**src/rtl/mplr_shift_reg.sv**
```systemverilog
// rtl/mplr_shift_reg.sv - multiplier shift register for shift-add multiply cells
//
// Loads a WIDTH-bit multiplier operand through a ld_valid/ld_ready handshake,
// then shifts it right one bit per sft cycle. The vacated MSB is filled with
// s_in (logical mode) or a copy of the MSB (arithmetic mode, chosen at load).
// After exactly WIDTH shifts the block pulses done for one cycle and then
// returns to IDLE, where it can accept the next operand.
//
// Optional feature macro: BOOTH_EN
//   defined   - adds the q_m1 flop (previous lsb); booth_op = {data_out[0], q_m1}
//   undefined - no q_m1 flop; booth_op is tied to 2'b00
//
// Ports:
//   clk       rising-edge clock
//   clr       synchronous active-high clear, priority over load and shift
//   ld_valid  load request
//   ld_ready  block can accept a load (IDLE and clr low)
//   data_in   operand to load
//   arith     sampled on load: 1 = arithmetic shift, s_in ignored
//   sft       shift enable (honoured only while shifting)
//   s_in      serial bit inserted at the MSB in logical mode
//   data_out  register contents
//   lsb       data_out[0]
//   booth_op  radix-2 Booth pair {data_out[0], q_m1}
//   count     shifts remaining
//   busy      high while shifting
//   done      one-cycle completion pulse

module mplr_shift_reg #(
    parameter  int WIDTH = 8,
    localparam int CNT_W = $clog2(WIDTH + 1)
) (
    input  logic             clk,
    input  logic             clr,
    input  logic             ld_valid,
    output logic             ld_ready,
    input  logic [WIDTH-1:0] data_in,
    input  logic             arith,
    input  logic             sft,
    input  logic             s_in,
    output logic [WIDTH-1:0] data_out,
    output logic             lsb,
    output logic [1:0]       booth_op,
    output logic [CNT_W-1:0] count,
    output logic             busy,
    output logic             done
);

    typedef enum logic [1:0] {
        IDLE  = 2'd0,
        SHIFT = 2'd1,
        DONE  = 2'd2
    } state_t;

    state_t state;
    logic   mode;
    logic   fill;
    logic   shift_en;

    // Bit entering the MSB on a shift edge.
    assign fill     = mode ? data_out[WIDTH-1] : s_in;
    assign shift_en = (state == SHIFT) && sft;

    // clr gates ld_ready so a handshake can never complete in a clear cycle.
    assign ld_ready = (state == IDLE) && !clr;
    assign busy     = (state == SHIFT);
    assign done     = (state == DONE);
    assign lsb      = data_out[0];

    always_ff @(posedge clk) begin
        if (clr) begin
            state    <= IDLE;
            data_out <= '0;
            count    <= '0;
            mode     <= 1'b0;
        end else begin
            case (state)
                IDLE: begin
                    if (ld_valid) begin
                        data_out <= data_in;
                        count    <= CNT_W'(WIDTH);
                        mode     <= arith;
                        state    <= SHIFT;
                    end
                end
                SHIFT: begin
                    if (sft) begin
                        data_out <= {fill, data_out[WIDTH-1:1]};
                        count    <= count - CNT_W'(1);
                        if (count == CNT_W'(1)) begin
                            state <= DONE;
                        end
                    end
                end
                DONE: begin
                    state <= IDLE;
                end
                default: begin
                    state <= IDLE;
                end
            endcase
        end
    end

`ifdef BOOTH_EN
    logic q_m1;

    // q_m1 holds the bit shifted out on the previous edge, so the pair
    // {data_out[0], q_m1} is the Booth recoding for the coming edge.
    always_ff @(posedge clk) begin
        if (clr) begin
            q_m1 <= 1'b0;
        end else if (ld_ready && ld_valid) begin
            q_m1 <= 1'b0;
        end else if (shift_en) begin
            q_m1 <= data_out[0];
        end
    end

    assign booth_op = {data_out[0], q_m1};
`else
    logic unused_shift_en;

    assign unused_shift_en = shift_en;
    assign booth_op        = 2'b00;
`endif

endmodule

```
**config.mk**
```make
export PLATFORM = sky130hd
export DESIGN_NAME = mplr_shift_reg
export DESIGN_NICKNAME = d
export VERILOG_FILES = /design/src/rtl/mplr_shift_reg.sv
export SDC_FILE = /design/constraint.sdc
export NUM_CORES = 1
export LEC_CHECK = 0
export BUFFER_PORTS_ARGS = -buffer_cell sky130_fd_sc_hd__buf_4
export CORE_MARGIN = 2
export CORE_UTILIZATION = 45
export CTS_CLUSTER_DIAMETER = 60
export CTS_CLUSTER_SIZE = 8
export DETAILED_ROUTE_END_ITERATION = 10
export MAX_ROUTING_LAYER = met4
export PLACE_DENSITY = 0.75
export SLEW_MARGIN = 0
export SYNTH_ARGS = -nofsm -noshare
export SYNTH_HDL_FRONTEND = slang
export SYNTH_SLANG_ARGS = --single-unit
export TNS_END_PERCENT = 20
```
**constraint.sdc**
```tcl
create_clock -name clk -period 2.5 [get_ports clk]
set_clock_uncertainty 0.05 [all_clocks]
set_input_delay 0.25 -clock clk [delete_from_list [all_inputs] [get_ports clk]]
set_output_delay 0.25 -clock clk [all_outputs]
set_load 0.02 [all_outputs]
```
Word level (Yosys, flattened, before mapping)
Index checks and enable logic that the tools add are counted.

Add/sub/neg operators: 1. Eq/ne operators: 7. Multiplexer cells: 11. Reduce and logical (&&, ||, !) cells: 8.

Operators with widths (number): $mux 8 (2); $pmux 8 s2 (1); $mux 4 (2); $pmux 4 s2 (1); $mux 2 (3); $ne 2x2->1 const B (3); $reduce_and 3->1 (2); $eq 4x1->1 const B (1); $pmux 2 s2 (1); $reduce_and 4->1 (1); $sub 4x1->4 const B (1); $eq 2x1->1 const B (1); $eq 2x2->1 const B (1); $logic_not 2->1 (1); $ne 2x1->1 const B (1); $reduce_and 2->1 (1); $reduce_bool 2->1 (1); $logic_and 1x1->1 (1); $logic_not 1->1 (1); $mux 1 (1).

Register bits after elaboration: 15. Input bits: 14. Output and inout bits: 18. Word-level logic and storage cells: 32.

Depth between registers and ports, before layout
Gate-level depths: netlist of the first run.

Depth in word-level cells: 4. Gate-level depth with buffers: 6. Depth with buffers taken out: 5.

Worst setup path after synthesis of the first run
Ideal clock, no wire load.

Path kind: register to register. Start point: reg count[0]. End point: reg count[2]. Arrival: 1309 ps. Data required time: 2364 ps. Setup slack: 1056 ps. Cell stages (with the launch flop): 6. Path buffers: 0. Period minus slack after synthesis: 1444 ps. Cell sequence: dfxtp_1 -> inv_1 -> ha_1 -> inv_1 -> or4_1 -> a211oi_1.

Word-level cells in the longest chain between the ends: 3.

RTL lines: start: declaration (line 44) `output logic [CNT_W-1:0] count,`; start signal: assignment (line 81) `count <= CNT_W'(WIDTH);`; start signal: assignment (line 89) `count <= count - CNT_W'(1);`; $sub 4x1->4 (line 89); $mux 4 (line 87) `if (sft) begin`; $pmux 4 s2 (line 77) `case (state)`.

No other way between the ends. The select of a mux whose other input is x is not followed. A chain may end at the register's enable or synchronous reset.

Final worst setup path of the first run
Start point: reg state[1]. End point: out busy.

Word-level cells in the longest chain between the ends: 1.

RTL lines: start: declaration (line 55) `state_t state;`; start signal: assignment (line 72) `state <= IDLE;`; start signal: assignment (line 83) `state <= SHIFT;`; start signal: assignment (line 91) `state <= DONE;`; $eq 2x1->1 (line 66) `assign busy = (state == SHIFT);`; end: declaration (line 45) `output logic busy,`.

No other way between the ends.

==> impl_metrics.sql, run 1 <==
INSERT INTO impl_metrics (metric_group, metric, value, unit) VALUES
('placed_design', 'dp.cells', '122', ''),
('floorplan', 'floorplan.die.height', '45.7', 'um'),
('sta', 'grt_setup_unrepaired', 'false', ''),
('grt', 'grt_first_pass_wirelength', '2630', 'um'),
('cells_and_area', 'area_growth_syn_to_fin', '26.7', '%'),
('grt', 'grt_antenna_before_repair', '0', ''),
('clock_network', 'clock_insertion_delay_worst_skew', '0.28', 'ns'),
('sta', 'slew_at_the_pin_with_the_worst_max_slew_slack', '0.546', 'ns'),
('sta', 'final_period_minus_worst_setup_slack', '1.94', 'ns'),
('placed_design', 'post-dp-hpwl', '1210', 'um'),
('clock_network', 'clk_path_buf_depth', '2', ''),
('yosys', 'ff_latch_count_synth', '15', ''),
('sta', 'report.final.setup_viol', '0', ''),
('yosys', 'synth.avg_cell_area', '9.21', 'sq um'),
('floorplan', 'number_of_ports_placed_on_the_die_boundary', '32', ''),
('routing', 'ant_nets', '0', ''),
('worst_setup_path', 'setup.worst_path.class', 'register to output pin', ''),
('worst_setup_path', 'worstSetupEndpointType', 'output pin', ''),
('sta', 'hold_viol', '0', ''),
('clock_network', 'tritoncts.num_buffers', '3', ''),
('grt', 'grt_use_total', '17.7', '%'),
('worst_setup_path', 'crit_required', '2.20', 'ns'),
('routing', 'drt-total-wl', '1660', 'um'),
('yosys', 'async_reset_ff_share', '0', '%'),
('clock_network', 'clock-root-buffer', 'clkbuf_4', ''),
('clock_network', 'cts-hold-fix-buffers', '0', ''),
('grt', 'grt_max_degree', '18', ''),
('run_status', 'run_status', 'complete, no violations', ''),
('floorplan', 'initial_utilization', '46.4', '%'),
('cells_and_area', 'n_fill_cell', '154', ''),
('yosys', 'synth_flop_cell', 'dfxtp_1', ''),
('yosys', 'synth_cell_types', '28', ''),
('yosys', 'synth_edf_count', '0', ''),
('floorplan', 'floorplan.die.width', '45.7', 'um'),
('sta', 'tightest_slew_margin_relative_to_the_limit', '63.5', '%'),
('routing', 'route.vias.total', '700', ''),
('sta', 'min_period_over_period', '77.4', '%'),
('sta', 'timing.fmax', '517', 'MHz'),
('yosys', 'synth_top_cells_by_area', 'dfxtp_1, mux2i_1, a311oi_1', ''),
('grt', 'grt_overflow', '0', ''),
('placed_design', 'portBuffers', '29', ''),
('sta', 'timing.setup.tns', '0', 'ns'),
('min_path', 'min-delay-path-class', 'input port to register', ''),
('clock_network', 'clock_pin_slew_of_the_registers_on_the_worst_case_setup_and_hold_paths', '0.09', 'ns'),
('sta', 'timing_max_transition_violations_final', '0', ''),
('yosys', 'yosysWarningCount', '0', ''),
('worst_setup_path', 'crit_path_start_kind', 'register', ''),
('clock_network', 'postCtsResizedCells', '0', ''),
('yosys', 'synth-seq-area-share', '38.3', '%'),
('pwr', 'p_leak', '0.455', 'nW'),
('clock_network', 'clkSinkCount', '15', ''),
('yosys', 'synthDominantAreaCellType', 'dfxtp_1', ''),
('clock_network', 'tritoncts_clock_tree', 'built', ''),
('placed_design', 'globalplace.congestion', '0.783', ''),
('routing', 'dr.pass1.iters', '4', ''),
('cells_and_area', 'antennaDiodeCount', '0', ''),
('worst_setup_path', 'cp.arrival', '1.64', 'ns'),
('clock_network', 'post_cts_setup_buffers', '0', ''),
('routing', 'routedWlPerCell', '13.2', 'um'),
('worst_setup_path', 'path_max_fanout', '11', ''),
('clock_network', 'ctsHtreeMaxLevel', '1', ''),
('floorplan', 'die_area', '0.00209', 'sq mm'),
('floorplan', 'core_region_area', '0.00169', 'sq mm'),
('routing', 'drc', '0', ''),
('grt', 'grt_pass1_vias', '601', ''),
('yosys', 'synth.cells.most_frequent', 'dfxtp_1, a21oi_1, mux2i_1', ''),
('run', 'maxCapViolations', '0', ''),
('yosys', 'synth_top_area_share', '38.3', '%'),
('cells_and_area', 'drive_gt1_share', '32.1', '%'),
('routing', 'initialDrtViolationCount', '10', ''),
('cells_and_area', 'nNetsFinal', '126', ''),
('yosys', 'number_of_cells_produced_by_synthesis', '85', ''),
('yosys', 'synthMostInstantiatedCell', 'dfxtp_1', ''),
('pwr', 'p_per_area', '579', 'mW/mm^2'),
('yosys', 'synth.cell_area', '783', 'sq um'),
('cells_and_area', 'finish.cell_count_without_fillers', '126', ''),
('routing', 'viasPerCell', '5.56', ''),
('pwr', 'ir_drop', '0.000318', 'V'),
('floorplan', 'placement_rows', '15', '');
[path summary, 6_finish.rpt]
check	cells after the start	slack, ns	end	from
setup / recovery	3	0.56	busy	state[1]
hold / removal	3	0.15	mode	arith
setup reg to reg	4	0.79	data_out[7]	state[1]
hold reg to reg	2	0.48	count[1]	count[1]
[cells by family (layout without fill, tap and decap cells)]
family,after synthesis,after routing,share of synthesized area [%]
other,1,2,0.479
buffers and inverters,15,38,10.1
adder cells (fa/ha/maj),2,2,3.19
multiplexers,11,11,14.7
flip-flops,15,15,38.3
AO/OA/AOI/OAI,25,25,20.9
AND/OR/NAND/NOR,16,16,12.3
[per-layer routing]
layer / part of all wire [%] / routed length [um] / vias to the layer above / GRT usage, %
li1: - / - / 357 / -
met1: 47 / 782 / 324 / 24.9
met2: 48 / 793 / 17 / 24.5
met3: 4.5 / 74 / 2 / 5.95
met4: 0.48 / 8 / 0 / 3.43
met5: 0 / 0 / - / -
[power breakdown]
group | internal (mW) | switching (mW) | total, mW
Clock | 0.0619 | 0.0781 | 0.140
Sequential | 0.259 | 0.0193 | 0.279
Combinational | 0.0746 | 0.0813 | 0.156
Total | 0.396 | 0.179 | 0.575
[sequential cells by signal, indices dropped and copies added (netlist names)]
name and flops:
state 2, mode 1, count 4, data_out 8
[area by class of cell]
class                           count  area (sq um)  share of cell area [%]
Tap cell                           17          21.3                    2.14
Clock buffer                        4          26.3                    2.65
Multi-Input combinational cell     56           408                    41.1
Timing Repair Buffer               29           218                    21.9
Sequential cell                    15           300                    30.3
Inverter                            5          18.8                    1.89
[cells in the final DEF (no fill, tap or decap)]
cell / n
nor3b_1: 1
o22ai_1: 1
or4_1: 1
nand3_1: 1
or3b_2: 1
mux2_4: 1
nor2_1: 2
o31ai_1: 1
and4bb_2: 1
nor4_1: 1
inv_1: 5
buf_4: 29
clkbuf_4: 3
o21ai_0: 2
nand2b_1: 1
conb_1: 2
nand2_1: 2
dfxtp_1: 15
clkbuf_1: 1
a311oi_1: 8
a21oi_1: 11
mux2i_1: 10
ha_1: 2
nand3b_1: 1
nor3_1: 4
a211oi_1: 2
[per-stage QoR]
step	total power [mW]	utilization, %	setup WS (ns)	cell area [sq um]	hold WS (ns)
floorplan	0.385	-	1.06	787	0.318
global placement	0.438	57.2	0.883	966	0.439
detailed placement	0.440	57.2	0.827	966	0.441
CTS	0.582	58.7	0.552	992	0.139
global route	0.607	58.7	0.406	992	0.170
finish	0.575	58.7	0.564	992	0.149
[worst max-delay path, stage by stage (launching register included)]
cell      delay, ns
dfxtp_1        0.51
nand2b_1       0.45
inv_1          0.20
buf_4          0.20
Power figures use the tool's default switching activity.
==> inputs of run 2 (changes only) <==
Settings changed: ABC_AREA set to 1, CORE_UTILIZATION 45 to 41, PLACE_DENSITY 0.75 to 0.73.
Clock period 2.5 ns to 1.73 ns, I/O delays scaled along.
==> run 2 against run 1 <==
Die area up 7.6%. Cell count up 29%. Register-to-register slack worse by 0.39 ns. Final area unchanged. Critical path depth unchanged. Setup slack worse by 0.37 ns. Highest routed layer unchanged. Global-route usage down 0.74 points. Non-clock buffer count unchanged.
==> impl_metrics.sql, run 2 <==
INSERT INTO impl_metrics (metric_group, metric, value, unit) VALUES
('worst_setup_path', 'setup.worst_path.class', 'register to output pin', ''),
('worst_setup_path', 'cp_slowest_stage_delay', '0.45', 'ns'),
('yosys', 'synthDominantAreaCellType', 'dfxtp_1', ''),
('worst_setup_path', 'crit_start', 'state[0]', ''),
('yosys', 'synth_edf_count', '0', ''),
('routing', 'route.vias.total', '765', ''),
('clock_network', 'clkSinkCount', '15', ''),
('worst_setup_path', 'master_of_the_slowest_instance_on_the_critical_path', 'dfxtp_1', ''),
('pwr', 'ir_drop', '0.000483', 'V'),
('yosys', 'synth.cells.most_frequent', 'nand2_1, inv_1, dfxtp_1', ''),
('placed_design', 'portBuffers', '29', ''),
('sta', 'timing.fmax', '650', 'MHz'),
('grt', 'grt_pass1_vias', '656', ''),
('grt', 'grt_first_pass_wirelength', '2560', 'um'),
('cells_and_area', 'largest-register', 'data_out', ''),
('clock_network', 'clk_path_buf_depth', '2', ''),
('grt', 'grt_use_total', '16.9', '%'),
('min_path', 'worst_hold_path.num_cells', '2', ''),
('grt', 'grt_overflow', '0', ''),
('yosys', 'async_reset_ff_share', '0', '%'),
('routing', 'drc', '0', ''),
('cells_and_area', 'final_cell_mix', 'buf_4, nand2_1, inv_1, dfxtp_1', ''),
('yosys', 'synth.avg_cell_area', '7.03', 'sq um'),
('yosys', 'yosysWarningCount', '0', ''),
('sta', 'timing_max_transition_violations_final', '0', ''),
('routing', 'dr.pass1.iters', '4', ''),
('grt', 'grt_max_degree', '16', ''),
('clock_network', 'clock_pin_slew_of_the_registers_on_the_worst_case_setup_and_hold_paths', '0.09', 'ns'),
('clock_network', 'cts-hold-fix-buffers', '0', ''),
('floorplan', 'initial_utilization', '44.3', '%'),
('floorplan', 'core_region_area', '0.00175', 'sq mm'),
('sta', 'grt_setup_unrepaired', 'false', ''),
('placed_design', 'pre_cts_slack', '0.407', 'ns'),
('pwr', 'p_leak', '0.503', 'nW'),
('yosys', 'synth_top_cells_by_area', 'dfxtp_1, nand2_1, inv_1', ''),
('sta', 'min_period_over_period', '89.0', '%'),
('routing', 'drt-total-wl', '1640', 'um'),
('clock_network', 'tritoncts_clock_tree', 'built', ''),
('floorplan', 'floorplan.die.height', '47.4', 'um'),
('run', 'maxCapViolations', '0', ''),
('cells_and_area', 'area_growth_syn_to_fin', '28.3', '%'),
('cells_and_area', 'layout_commonest_cell', 'buf_4', ''),
('placed_design', 'globalplace.congestion', '0.768', ''),
('yosys', 'ff_latch_count_synth', '15', ''),
('clock_network', 'ctsHtreeMaxLevel', '1', ''),
('clock_network', 'tritoncts.num_buffers', '3', ''),
('grt', 'grt_antenna_before_repair', '0', ''),
('worst_setup_path', 'worstSetupEndpointType', 'output pin', ''),
('clock_network', 'post_cts_setup_buffers', '0', ''),
('placed_design', 'post-dp-hpwl', '1250', 'um'),
('pwr', 'p_per_area', '873', 'mW/mm^2'),
('worst_setup_path', 'crit_cells', '3', ''),
('yosys', 'synthMostInstantiatedCell', 'nand2_1', ''),
('floorplan', 'floorplan.die.width', '47.4', 'um'),
('run_status', 'run_status', 'complete, no violations', ''),
('clock_network', 'clock-root-buffer', 'clkbuf_4', ''),
('worst_setup_path', 'critical_path_buf_inv_count', '2', ''),
('floorplan', 'number_of_ports_placed_on_the_die_boundary', '32', ''),
('worst_setup_path', 'path_max_fanout', '15', ''),
('worst_setup_path', 'r2r_cells', '6', ''),
('clock_network', 'postCtsResizedCells', '0', ''),
('clock_network', 'clock_insertion_delay_worst_skew', '0.29', 'ns'),
('worst_setup_path', 'cell_breakdown_of_the_critical_path', 'nand2_2 > inv_1 > buf_4', ''),
('cells_and_area', 'reg_top3', 'data_out (8), count (4), state (2)', ''),
('yosys', 'synth_flop_cell', 'dfxtp_1', ''),
('routing', 'ant_nets', '0', ''),
('yosys', 'synth-seq-area-share', '38.8', '%'),
('worst_setup_path', 'worst_path_dominant_cell_family', 'flip-flops', ''),
('routing', 'initialDrtViolationCount', '6', ''),
('sta', 'timing.setup.tns', '0', 'ns'),
('worst_setup_path', 'worstReg2RegEnd', 'data_out[6]', ''),
('yosys', 'number_of_cells_produced_by_synthesis', '110', ''),
('cells_and_area', 'antennaDiodeCount', '0', ''),
('sta', 'report.final.setup_viol', '0', ''),
('sta', 'postLayoutSetupSlackWorst', '0.190', 'ns'),
('min_path', 'min-delay-path-class', 'input port to register', ''),
('worst_setup_path', 'crit_required', '1.51', 'ns'),
('worst_setup_path', 'worst-r2r-setup-slack', '0.40', 'ns'),
('cells_and_area', 'largest_register_ff_count', '8', ''),
('yosys', 'synth_top_area_share', '38.8', '%'),
('worst_setup_path', 'capturing_instance_or_port_of_the_critical_path', 'busy', ''),
('floorplan', 'die_area', '0.00225', 'sq mm'),
('routing', 'viasPerCell', '4.72', ''),
('cells_and_area', 'nNetsFinal', '154', ''),
('worst_setup_path', 'regToRegStartpoint', 'state[0]', ''),
('routing', 'routedWlPerCell', '10.1', 'um'),
('yosys', 'synth_cell_types', '21', ''),
('worst_setup_path', 'crit_path_start_kind', 'register', ''),
('yosys', 'synth.cell_area', '773', 'sq um'),
('sta', 'final_period_minus_worst_setup_slack', '1.54', 'ns'),
('worst_setup_path', 'cp.arrival', '1.32', 'ns'),
('sta', 'hold_viol', '0', ''),
('cells_and_area', 'drive_gt1_share', '28.5', '%'),
('floorplan', 'placement_rows', '15', '');
[run 2: worst min-delay path by stage]
stage | from | end | slack [ns]
after floorplan | clr | count[3] | 0.19
after detailed placement | clr | count[1] | 0.32
final | clr | count[3] | 0.02
after CTS | clr | count[3] | 0.02
after global placement | clr | count[1] | 0.32
after global routing | clr | count[3] | 0.01
[run 2: per-stage QoR]
stage / hold slack, ns / util, % / power (mW) / area [sq um] / instances
2_1_floorplan: 0.192 / - / 0.586 / 777 / 111
3_3_place_gp: 0.322 / 55.3 / 0.662 / 965 / 158
3_5_place_dp: 0.325 / 55.3 / 0.666 / 965 / 158
4_1_cts: 0.0174 / 56.8 / 0.874 / 992 / 162
5_1_grt: 0.0133 / 56.8 / 0.920 / 992 / 162
6_report: 0.0203 / 56.8 / 0.866 / 992 / 162
[run 2: report_power, final]
group	switching, mW	leakage, nW	internal, mW	total (mW)
registers	0.0249	0.124	0.378	0.403
logic	0.149	0.362	0.105	0.254
clock network	0.123	0.0177	0.0859	0.209
[run 2: layout make-up]
| cell class | count | area (sq um) |
|---|---|---|
| Clock inverter | 1 | 5.00 |
| Inverter | 17 | 63.8 |
| Sequential cell | 15 | 300 |
| Multi-Input combinational cell | 72 | 352 |
| Timing Repair Buffer | 29 | 218 |
| Clock buffer | 3 | 22.5 |
| Tap cell | 25 | 31.3 |
| Fill cell | 189 | 753 |
[run 2: per-layer routing]
| layer | global-route usage, % | up-vias | share of wire [%] |
|---|---|---|---|
| met2 | 26.5 | 20 | 48 |
| met1 | 19.9 | 343 | 44 |
| li1 | - | 398 | - |
| met5 | - | - | 0 |
| met4 | 10.0 | 0 | 2.4 |
| met3 | 3.40 | 4 | 5.7 |
[run 2: logic make-up (layout without fill, tap and decap cells)]
kind of cell / Yosys count / in the layout / synth area share [%]
fa+ha+maj: 2 / 2 / 3.24
flops: 15 / 15 / 38.8
simple gates: 43 / 43 / 24.6
compound gates: 25 / 25 / 16.7
buf+inv: 24 / 50 / 16.2
other cells: 1 / 2 / 0.485
==> inputs of run 3 (changes only) <==
Settings changed: CORE_UTILIZATION 41 to 45, PLACE_DENSITY 0.73 to 0.76.
Clock period 1.73 ns to 1.5 ns, I/O delays scaled along.
==> run 3 against run 2 <==
Sequential share of layout area up 0.32 points. Combinational power grew 16%. Non-clock buffer count did not move. Via count shrank 4.4%. First-iteration DRC count rose to 3.0 times the previous value. Worst hold slack got worse by 0.0051 ns. Critical path depth rose by 1. Critical path type unchanged. Critical endpoint unchanged. Largest cell class unchanged. Largest power group unchanged.
==> impl_metrics.sql, run 3 (synthesis gave the netlist of run 2 again) <==
INSERT INTO impl_metrics (metric_group, metric, value, unit) VALUES
('floorplan', 'placement_rows', '14', ''),
('placed_design', 'globalplace.congestion', '0.830', ''),
('floorplan', 'floorplan.die.width', '45.5', 'um'),
('floorplan', 'floorplan.die.height', '45.5', 'um'),
('floorplan', 'initial_utilization', '49.6', '%'),
('cells_and_area', 'nNetsFinal', '154', ''),
('cells_and_area', 'finish.cell_count_without_fillers', '153', ''),
('floorplan', 'number_of_ports_placed_on_the_die_boundary', '32', ''),
('min_path', 'hold_path_start', 'clr', ''),
('sta', 'min_period_over_period', '90.5', '%'),
('sta', 'timing_max_transition_violations_final', '0', ''),
('placed_design', 'post-dp-hpwl', '1170', 'um'),
('cells_and_area', 'largest_register_ff_count', '8', ''),
('worst_setup_path', 'setup.worst_path.class', 'register to output pin', ''),
('worst_setup_path', 'path_max_fanout', '15', ''),
('worst_setup_path', 'worstSetupEndpointType', 'output pin', ''),
('clock_network', 'tritoncts_clock_tree', 'built', ''),
('routing', 'route.vias.total', '731', ''),
('sta', 'hold_viol', '0', ''),
('clock_network', 'post_cts_setup_buffers', '0', ''),
('routing', 'drt-total-wl', '1620', 'um'),
('pwr', 'p_total', '0.993', 'mW'),
('floorplan', 'core_region_area', '0.00156', 'sq mm'),
('placed_design', 'dp.cells', '149', ''),
('pwr', 'p_per_area', '1010', 'mW/mm^2'),
('clock_network', 'clk_path_buf_depth', '2', ''),
('pwr', 'p_leak', '0.500', 'nW'),
('pwr', 'power.combinational.fraction', '29.7', '%'),
('grt', 'grt_max_degree', '16', ''),
('cells_and_area', 'drive_gt1_share', '29.2', '%'),
('worst_setup_path', 'crit_required', '1.30', 'ns'),
('placed_design', 'pre_cts_slack', '0.166', 'ns'),
('sta', 'grt_setup_unrepaired', 'false', ''),
('run_status', 'run_status', 'complete, no violations', ''),
('clock_network', 'clock_pin_slew_of_the_registers_on_the_worst_case_setup_and_hold_paths', '0.09', 'ns'),
('pwr', 'power.clock.fraction', '23.3', '%'),
('pwr', 'p_int', '0.662', 'mW'),
('pwr', 'power.share.sequential', '47.0', '%'),
('sta', 'report.final.setup_viol', '0', ''),
('sta', 'timing.setup.tns', '0', 'ns'),
('sta', 'final_period_minus_worst_setup_slack', '1.36', 'ns'),
('routing', 'drc', '0', ''),
('cells_and_area', 'reg_top3', 'data_out (8), count (4), state (2)', ''),
('sta', 'postLayoutSetupSlackWorst', '0.143', 'ns'),
('cells_and_area', 'area_growth_syn_to_fin', '27.5', '%'),
('run', 'maxCapViolations', '0', ''),
('routing', 'routedWlPerCell', '10.6', 'um'),
('worst_setup_path', 'cp.arrival', '1.16', 'ns'),
('grt', 'grt_first_pass_wirelength', '2670', 'um'),
('min_path', 'min-delay-path-class', 'input port to register', ''),
('grt', 'grt_overflow', '0', ''),
('worst_setup_path', 'crit_path_start_kind', 'register', ''),
('clock_network', 'clock-root-buffer', 'clkbuf_4', ''),
('grt', 'grt_antenna_before_repair', '0', ''),
('clock_network', 'clock_insertion_delay_worst_skew', '0.28', 'ns'),
('cells_and_area', 'largest-register', 'data_out', ''),
('routing', 'dr.pass1.iters', '4', ''),
('placed_design', 'portBuffers', '29', ''),
('clock_network', 'tritoncts.num_buffers', '3', ''),
('clock_network', 'ctsHtreeMaxLevel', '1', ''),
('routing', 'ant_nets', '0', ''),
('routing', 'viasPerCell', '4.78', ''),
('pwr', 'switching_power', '0.331', 'mW'),
('pwr', 'ir_drop', '0.000604', 'V'),
('grt', 'grt_use_total', '18.6', '%'),
('routing', 'initialDrtViolationCount', '18', ''),
('cells_and_area', 'antennaDiodeCount', '0', ''),
('floorplan', 'die_area', '0.00207', 'sq mm'),
('pwr', 'p_sw_share', '33.3', '%'),
('worst_setup_path', 'regToRegStartpoint', 'state[1]', ''),
('cells_and_area', 'final_cell_mix', 'buf_4, nand2_1, inv_1, dfxtp_1', ''),
('clock_network', 'clkSinkCount', '15', ''),
('cells_and_area', 'layout_commonest_cell', 'buf_4', ''),
('grt', 'grt_pass1_vias', '617', ''),
('worst_setup_path', 'crit_start', 'state[1]', ''),
('sta', 'timing.fmax', '737', 'MHz');
[run 3: changes by cell type in the layout (fill, tap and decap cells not counted)]
cell / delta
clkbuf_1: +1
clkinv_2: -1
dfxtp_1: -1
dfxtp_2: +1
inv_1: -1
inv_2: +1
nand2_2: -1
nand2_4: +1
[run 3: per-stage QoR]
step	hold slack (ns)	instance area, sq um	utilization (%)
6_report	0.0151	986	63.2
3_3_place_gp	0.311	953	61.2
5_1_grt	0.00182	986	63.2
3_5_place_dp	0.315	953	61.2
2_1_floorplan	0.169	777	-
4_1_cts	0.0156	981	62.9
[run 3: metal layers]
layer  track usage (%)  vias up  part of all wire (%)
met3              4.76        4                   5.2
met1              26.6      308                    51
met4              7.06        0                   1.2
met2              24.8       22                    42
met5                 -        -                     0
li1                  -      397                     -
[run 3: final timing paths]
path / to / slack, ns / cells past startpoint
worst max-delay path: busy / 0.14 / 4
worst min-delay path: count[1] / 0.02 / 2
worst max register to register: data_out[1] / 0.15 / 6
worst min register to register: data_out[4] / 0.42 / 2
[run 3: power by group through the flow]
stage	clock network [mW]	logic (mW)	registers (mW)
CTS	0.234	0.294	0.466
finish	0.231	0.295	0.466
floorplan	0	0.165	0.511
detailed placement	0	0.292	0.474
global route	0.257	0.329	0.473
global placement	0	0.291	0.473
[run 3: worst max-delay path: stages (launching register included)]
cell,delay (ns)
dfxtp_1,0.33
inv_1,0.14
nand2_4,0.13
inv_2,0.12
buf_4,0.15
[run 3: area by class of cell]
| class | instances | area (sq um) |
|---|---|---|
| Inverter | 17 | 63.8 |
| Fill cell | 149 | 573 |
| Tap cell | 16 | 20.0 |
| Clock buffer | 4 | 26.3 |
| Multi-Input combinational cell | 72 | 357 |
| Sequential cell | 15 | 302 |
| Timing Repair Buffer | 29 | 218 |
[run 3: repair_timing]
| item | 4_1_cts | 5_1_grt |
|---|---|---|
| hold buffers | 0 | 0 |
| resized for setup | 1 | 2 |
| endpoints found under the setup margin | 1 | 1 |
| gates cloned | 0 | 0 |
